<file path="src/rtl/cmp_result_monitor.sv">
// Result monitor for a 1-bit comparator: saturating per-outcome tallies, run-length
// tracking with a programmable alert threshold, and a sticky malformed-code flag.
module cmp_result_monitor #(
  parameter int CNT_W   = 8,
  parameter int RUN_LEN = 4
) (
  input  logic             clk,
  input  logic             rst,
  input  logic             clr,
  input  logic             in_valid,
  input  logic             gt,
  input  logic             ls,
  input  logic             eq,
  output logic [CNT_W-1:0] gt_cnt,
  output logic [CNT_W-1:0] ls_cnt,
  output logic [CNT_W-1:0] eq_cnt,
  output logic [CNT_W-1:0] run_len,
  output logic [1:0]       cur_code,
  output logic             run_alert,
  output logic             err
);

  localparam logic [CNT_W-1:0] CNT_MAX = {CNT_W{1'b1}};
  localparam logic [CNT_W-1:0] ONE     = CNT_W'(1);
  localparam logic [CNT_W-1:0] RUN_THR = CNT_W'(RUN_LEN);

  typedef enum logic [1:0] {
    IDLE  = 2'b00,
    TRACK = 2'b01,
    ALERT = 2'b10
  } state_e;

  function automatic logic [CNT_W-1:0] sat_inc(input logic [CNT_W-1:0] v);
    return (v == CNT_MAX) ? v : v + ONE;
  endfunction

  state_e           state_q, state_d;
  logic [CNT_W-1:0] gt_cnt_q, gt_cnt_d;
  logic [CNT_W-1:0] ls_cnt_q, ls_cnt_d;
  logic [CNT_W-1:0] eq_cnt_q, eq_cnt_d;
  logic [CNT_W-1:0] run_len_q, run_len_d;
  logic [1:0]       cur_code_q, cur_code_d;
  logic             run_alert_q, run_alert_d;
  logic             err_q, err_d;
  logic [1:0]       code_s;
  logic             one_hot_s;

  // Decode the flag triple into an outcome code; anything not one-hot is malformed.
  always_comb begin
    code_s    = 2'b00;
    one_hot_s = 1'b0;
    case ({gt, ls, eq})
      3'b100:  begin code_s = 2'b01; one_hot_s = 1'b1; end
      3'b010:  begin code_s = 2'b10; one_hot_s = 1'b1; end
      3'b001:  begin code_s = 2'b11; one_hot_s = 1'b1; end
      default: begin code_s = 2'b00; one_hot_s = 1'b0; end
    endcase
  end

  // Next-state: tallies, run tracking and error flag.
  always_comb begin
    state_d    = state_q;
    gt_cnt_d   = gt_cnt_q;
    ls_cnt_d   = ls_cnt_q;
    eq_cnt_d   = eq_cnt_q;
    run_len_d  = run_len_q;
    cur_code_d = cur_code_q;
    err_d      = err_q;
    if (in_valid && one_hot_s) begin
      case (code_s)
        2'b01:   gt_cnt_d = sat_inc(gt_cnt_q);
        2'b10:   ls_cnt_d = sat_inc(ls_cnt_q);
        2'b11:   eq_cnt_d = sat_inc(eq_cnt_q);
        default: gt_cnt_d = gt_cnt_q;
      endcase
      // IDLE holds cur_code 00, which never matches a real outcome.
      if (state_q == IDLE || code_s != cur_code_q) begin
        run_len_d  = ONE;
        cur_code_d = code_s;
        state_d    = TRACK;
      end else begin
        run_len_d = sat_inc(run_len_q);
        state_d   = (run_len_d >= RUN_THR) ? ALERT : TRACK;
      end
    end else if (in_valid) begin
      err_d = 1'b1;
    end else begin
      err_d = err_q;
    end
    run_alert_d = (state_d == ALERT);
  end

  // State and output registers; rst and clr both return to the idle values.
  always_ff @(posedge clk) begin
    if (rst || clr) begin
      state_q     <= IDLE;
      gt_cnt_q    <= '0;
      ls_cnt_q    <= '0;
      eq_cnt_q    <= '0;
      run_len_q   <= '0;
      cur_code_q  <= 2'b00;
      run_alert_q <= 1'b0;
      err_q       <= 1'b0;
    end else begin
      state_q     <= state_d;
      gt_cnt_q    <= gt_cnt_d;
      ls_cnt_q    <= ls_cnt_d;
      eq_cnt_q    <= eq_cnt_d;
      run_len_q   <= run_len_d;
      cur_code_q  <= cur_code_d;
      run_alert_q <= run_alert_d;
      err_q       <= err_d;
    end
  end

  assign gt_cnt    = gt_cnt_q;
  assign ls_cnt    = ls_cnt_q;
  assign eq_cnt    = eq_cnt_q;
  assign run_len   = run_len_q;
  assign cur_code  = cur_code_q;
  assign run_alert = run_alert_q;
  assign err       = err_q;

endmodule
</file>
<file path="config.mk">
export PLATFORM = sky130hd
export DESIGN_NAME = cmp_result_monitor
export DESIGN_NICKNAME = d
export VERILOG_FILES = /design/src/rtl/cmp_result_monitor.sv
export SDC_FILE = /design/constraint.sdc
export NUM_CORES = 1
export LEC_CHECK = 0
export CORE_ASPECT_RATIO = 0.9
export CORE_MARGIN = 2
export CORE_UTILIZATION = 45
export DETAILED_ROUTE_END_ITERATION = 10
export GPL_TIMING_DRIVEN = 0
export HOLD_SLACK_MARGIN = 0.05
export MAX_ROUTING_LAYER = met4
export PLACE_DENSITY = 0.72
export SETUP_SLACK_MARGIN = 0.2
export SLEW_MARGIN = 20
export SYNTH_ARGS = -nofsm -noshare
export SYNTH_HDL_FRONTEND = slang
export SYNTH_SLANG_ARGS = --single-unit
</file>
<file path="constraint.sdc">
create_clock -name clk -period 5.9 [get_ports clk]
set_clock_uncertainty 0.2 [all_clocks]
set_input_delay 1.18 -clock clk [delete_from_list [all_inputs] [get_ports clk]]
set_output_delay 1.18 -clock clk [all_outputs]
set_load 0.1 [all_outputs]
</file>
==> impl_metrics.json <==
{
  "outcome": "finished, final reports clean",
  "slew_violations": 0,
  "critical_path_class": "register to output port",
  "pwr-share-seq_pct": 52.0,
  "viasPerCell": 5.44,
  "drt-total-wl_um": 4650,
  "r2r_start": "run_len[0]",
  "worstHoldStart": "err",
  "rows": 23,
  "synth_seq_cells": 38,
  "syn-num-nets": 247,
  "ant_nets": 0,
  "period_share_pct": 57.0,
  "syn_to_final_growth_pct": 28.3,
  "whs_endpoint": "err",
  "synth_cell_type_count": 55,
  "start_util_pct": 46.7,
  "htreeDepth": 2,
  "slowest_stage": "clkdlybuf4s50_1",
  "critPathCaptureType": "output port",
  "arrival_ns": 1.99,
  "final_util_pct": 59.9,
  "dieWidth_um": 75.7,
  "yosys.area.top_type_share_pct": 36.5,
  "maxCapViolCount": 0,
  "startpoint_type": "register",
  "vias": 1892,
  "synth_warnings": 0,
  "nFillCells": 400,
  "hp-class": "register to register",
  "worst_pin_slew_ns": 0.980,
  "comb_power_share_pct": 10.6,
  "reg2regPathDepth": 6,
  "crit_family": "buffers and inverters",
  "wl_per_cell_um": 13.4,
  "pin_count": 43,
  "cts_root_buffer": "clkbuf_8",
  "crit_required_ns": 4.52,
  "vdd_ir_drop_max_mv": 0.154,
  "die_h_um": 68.6,
  "slowest_delay_ns": 1.19,
  "setup-violations-final": 0,
  "max_freq_ghz": 0.297,
  "path_cells": "clkdlybuf4s50_1",
  "path_buf_inv": 1,
  "rrSetupSlack_ns": 3.65,
  "netSwitchingFraction_pct": 25.7,
  "finalPower_w": 0.000500,
  "switchingPower_w": 0.000128,
  "p_int_w": 0.000372,
  "cts_tree": "done",
  "drt_iter0_drc": 136,
  "power_leakage_nw": 0.872,
  "grt_max_degree": 12,
  "reg2reg_to": "state_q[1]",
  "rsz0062_at_grt": "false",
  "clk_latency_ns": 0.29,
  "postCtsResizedCells": 0,
  "syn_area_per_cell_um2": 8.83,
  "cp_max_fo": 8,
  "clkPwrFrac_pct": 37.4,
  "portBuffers": 42,
  "netlist_instances": 236,
  "post_cts_buffers": 0,
  "min_path_cells": 2,
  "antenna_found_initial": 0,
  "cts_hold_repair.buffers": 0,
  "layout.nets": 296,
  "hold_viol": 0,
  "first_global_vias": 1672,
  "numCtsBuffers": 5,
  "yosys-top-cells-area": "dfxtp_1 37%, nor2_1 5.6%, xnor2_1 4.6%",
  "powerDensity_mw_per_mm2": 187,
  "drive_gt1_share_pct": 11.5,
  "cts.sinks": 38,
  "grt_first_pass_wirelength_um": 7810,
  "dp_hpwl_um": 3400,
  "drc": 0,
  "path_clk_slew_ns": 0.08,
  "yosys.area.top_type": "dfxtp_1",
  "yosysSeqAreaShare_pct": 36.5,
  "die_area_mm2": 0.00519,
  "grt-ovfl-total": 0,
  "core-area_mm2": 0.00446,
  "gp_congestion": 0.818,
  "setup_tns_ns": 0,
  "grtUsageTotal_pct": 20.4,
  "clock_path_buffers": 2,
  "synth_area_mm2": 0.00208,
  "dr.pass1.iters": 4,
  "hold_ws_ns": 0.307,
  "period_needed_ns": 3.37,
  "diodes": 0,
  "slew_headroom_pct": 34.4
}
-- area by class of cell --
class | instances | area [um2] | area share (%)
flip-flops and latches | 38 | 761 | 28.5
clock inverters | 1 | 5.00 | 0.187
multi-input cells | 178 | 1210 | 45.3
clock buffers | 7 | 86.3 | 3.23
repair buffers | 42 | 420 | 15.7
plain buffers | 12 | 81.3 | 3.04
well taps | 62 | 77.6 | 2.90
inverters | 8 | 30.0 | 1.12
-- state kept, by name, summed over array words and instances, names as in the netlist --
signal     cells
run_len        8
ls_cnt         8
cur_code       2
state_q        2
gt_cnt         8
eq_cnt         8
run_alert      1
err            1
-- layer usage --
layer	routed length [um]	GRT usage, %	up-vias
li1	-	-	967
met1	2330	27.9	885
met2	2080	29.0	30
met3	152	4.51	10
met4	77	8.77	0
met5	0	-	-
-- power groups by stage --
stage	clock [W]	combinational (W)	sequential (W)
3_3_place_gp	0	0.0000527	0.000266
5_1_grt	0.000203	0.0000573	0.000260
2_1_floorplan	0	0.0000292	0.000275
4_1_cts	0.000191	0.0000533	0.000260
3_5_place_dp	0	0.0000531	0.000266
6_report	0.000187	0.0000530	0.000260
-- Yosys cell counts, drive strengths merged --
cell,instances
maj3,1
a2111oi,4
and4,3
o21ai,11
xor2,10
mux2i,3
o32ai,1
nand2,17
a211oi,7
nor3b,1
and4bb,2
ha,4
a21boi,1
buf,7
and4b,1
or2,2
nand3,16
nor4,2
a41oi,5
dfxtp,38
nand4,5
and3,3
clkbuf,5
nor2,31
or3,2
o31ai,1
a21oi,9
nor3,8
a22oi,1
nand4bb,2
o221a,1
a311oi,2
and2,2
o21a,1
o41ai,2
a31oi,4
xnor2,11
o22a,1
inv,8
a21o,1
-- through the flow --
step | cell area, um2 | cells | setup slack, ns
after global routing | 2670 | 348 | 2.48
after global placement | 2580 | 340 | 2.58
after floorplan | 2080 | 236 | 3.15
after detailed placement | 2580 | 340 | 2.53
after CTS | 2670 | 348 | 2.54
final | 2670 | 348 | 2.53
-- tightest hold or removal path, stage by stage, from the launching register on --
cell	delay (ns)
dfxtp_1	0.36
a21oi_1	0.05
nor2_1	0.07
-- worst max-delay path by stage --
stage,depth (start not counted),slack (ns),endpoint,start
floorplan,6,3.15,state_q[1],run_len[1]
global placement,6,2.58,run_len[5],in_valid
detailed placement,6,2.53,run_len[1],in_valid
CTS,1,2.54,run_len[0],run_len[0]
global route,1,2.48,run_len[5],run_len[5]
finish,1,2.53,run_len[0],run_len[0]
-- layout by cell type (no fill, tap or decap), types with 3 or more instances in the layout --
master,count
mux2i_1,3
o21ai_2,3
buf_6,4
nand3_1,16
nor3_1,8
and3_1,3
nor2_1,31
clkbuf_1,6
clkbuf_8,6
clkdlybuf4s50_1,42
xnor2_1,11
a21oi_1,9
inv_1,7
a31oi_1,4
nand4_1,5
nand2_1,16
ha_1,4
a211oi_1,6
xor2_1,10
dfxtp_1,38
a41oi_1,4
o21ai_0,7
-- logic make-up after synthesis --
logic type                 synth area share, %
adders and majority gates                 2.88
DFF                                       36.5
buffers and inverters                     5.35
and+or+nand+nor                           24.2
AOI/OAI and AO/OA                         20.8
muxes                                     1.44
xor gates and xnor gates                  8.83
Power figures use the tool's default switching activity.
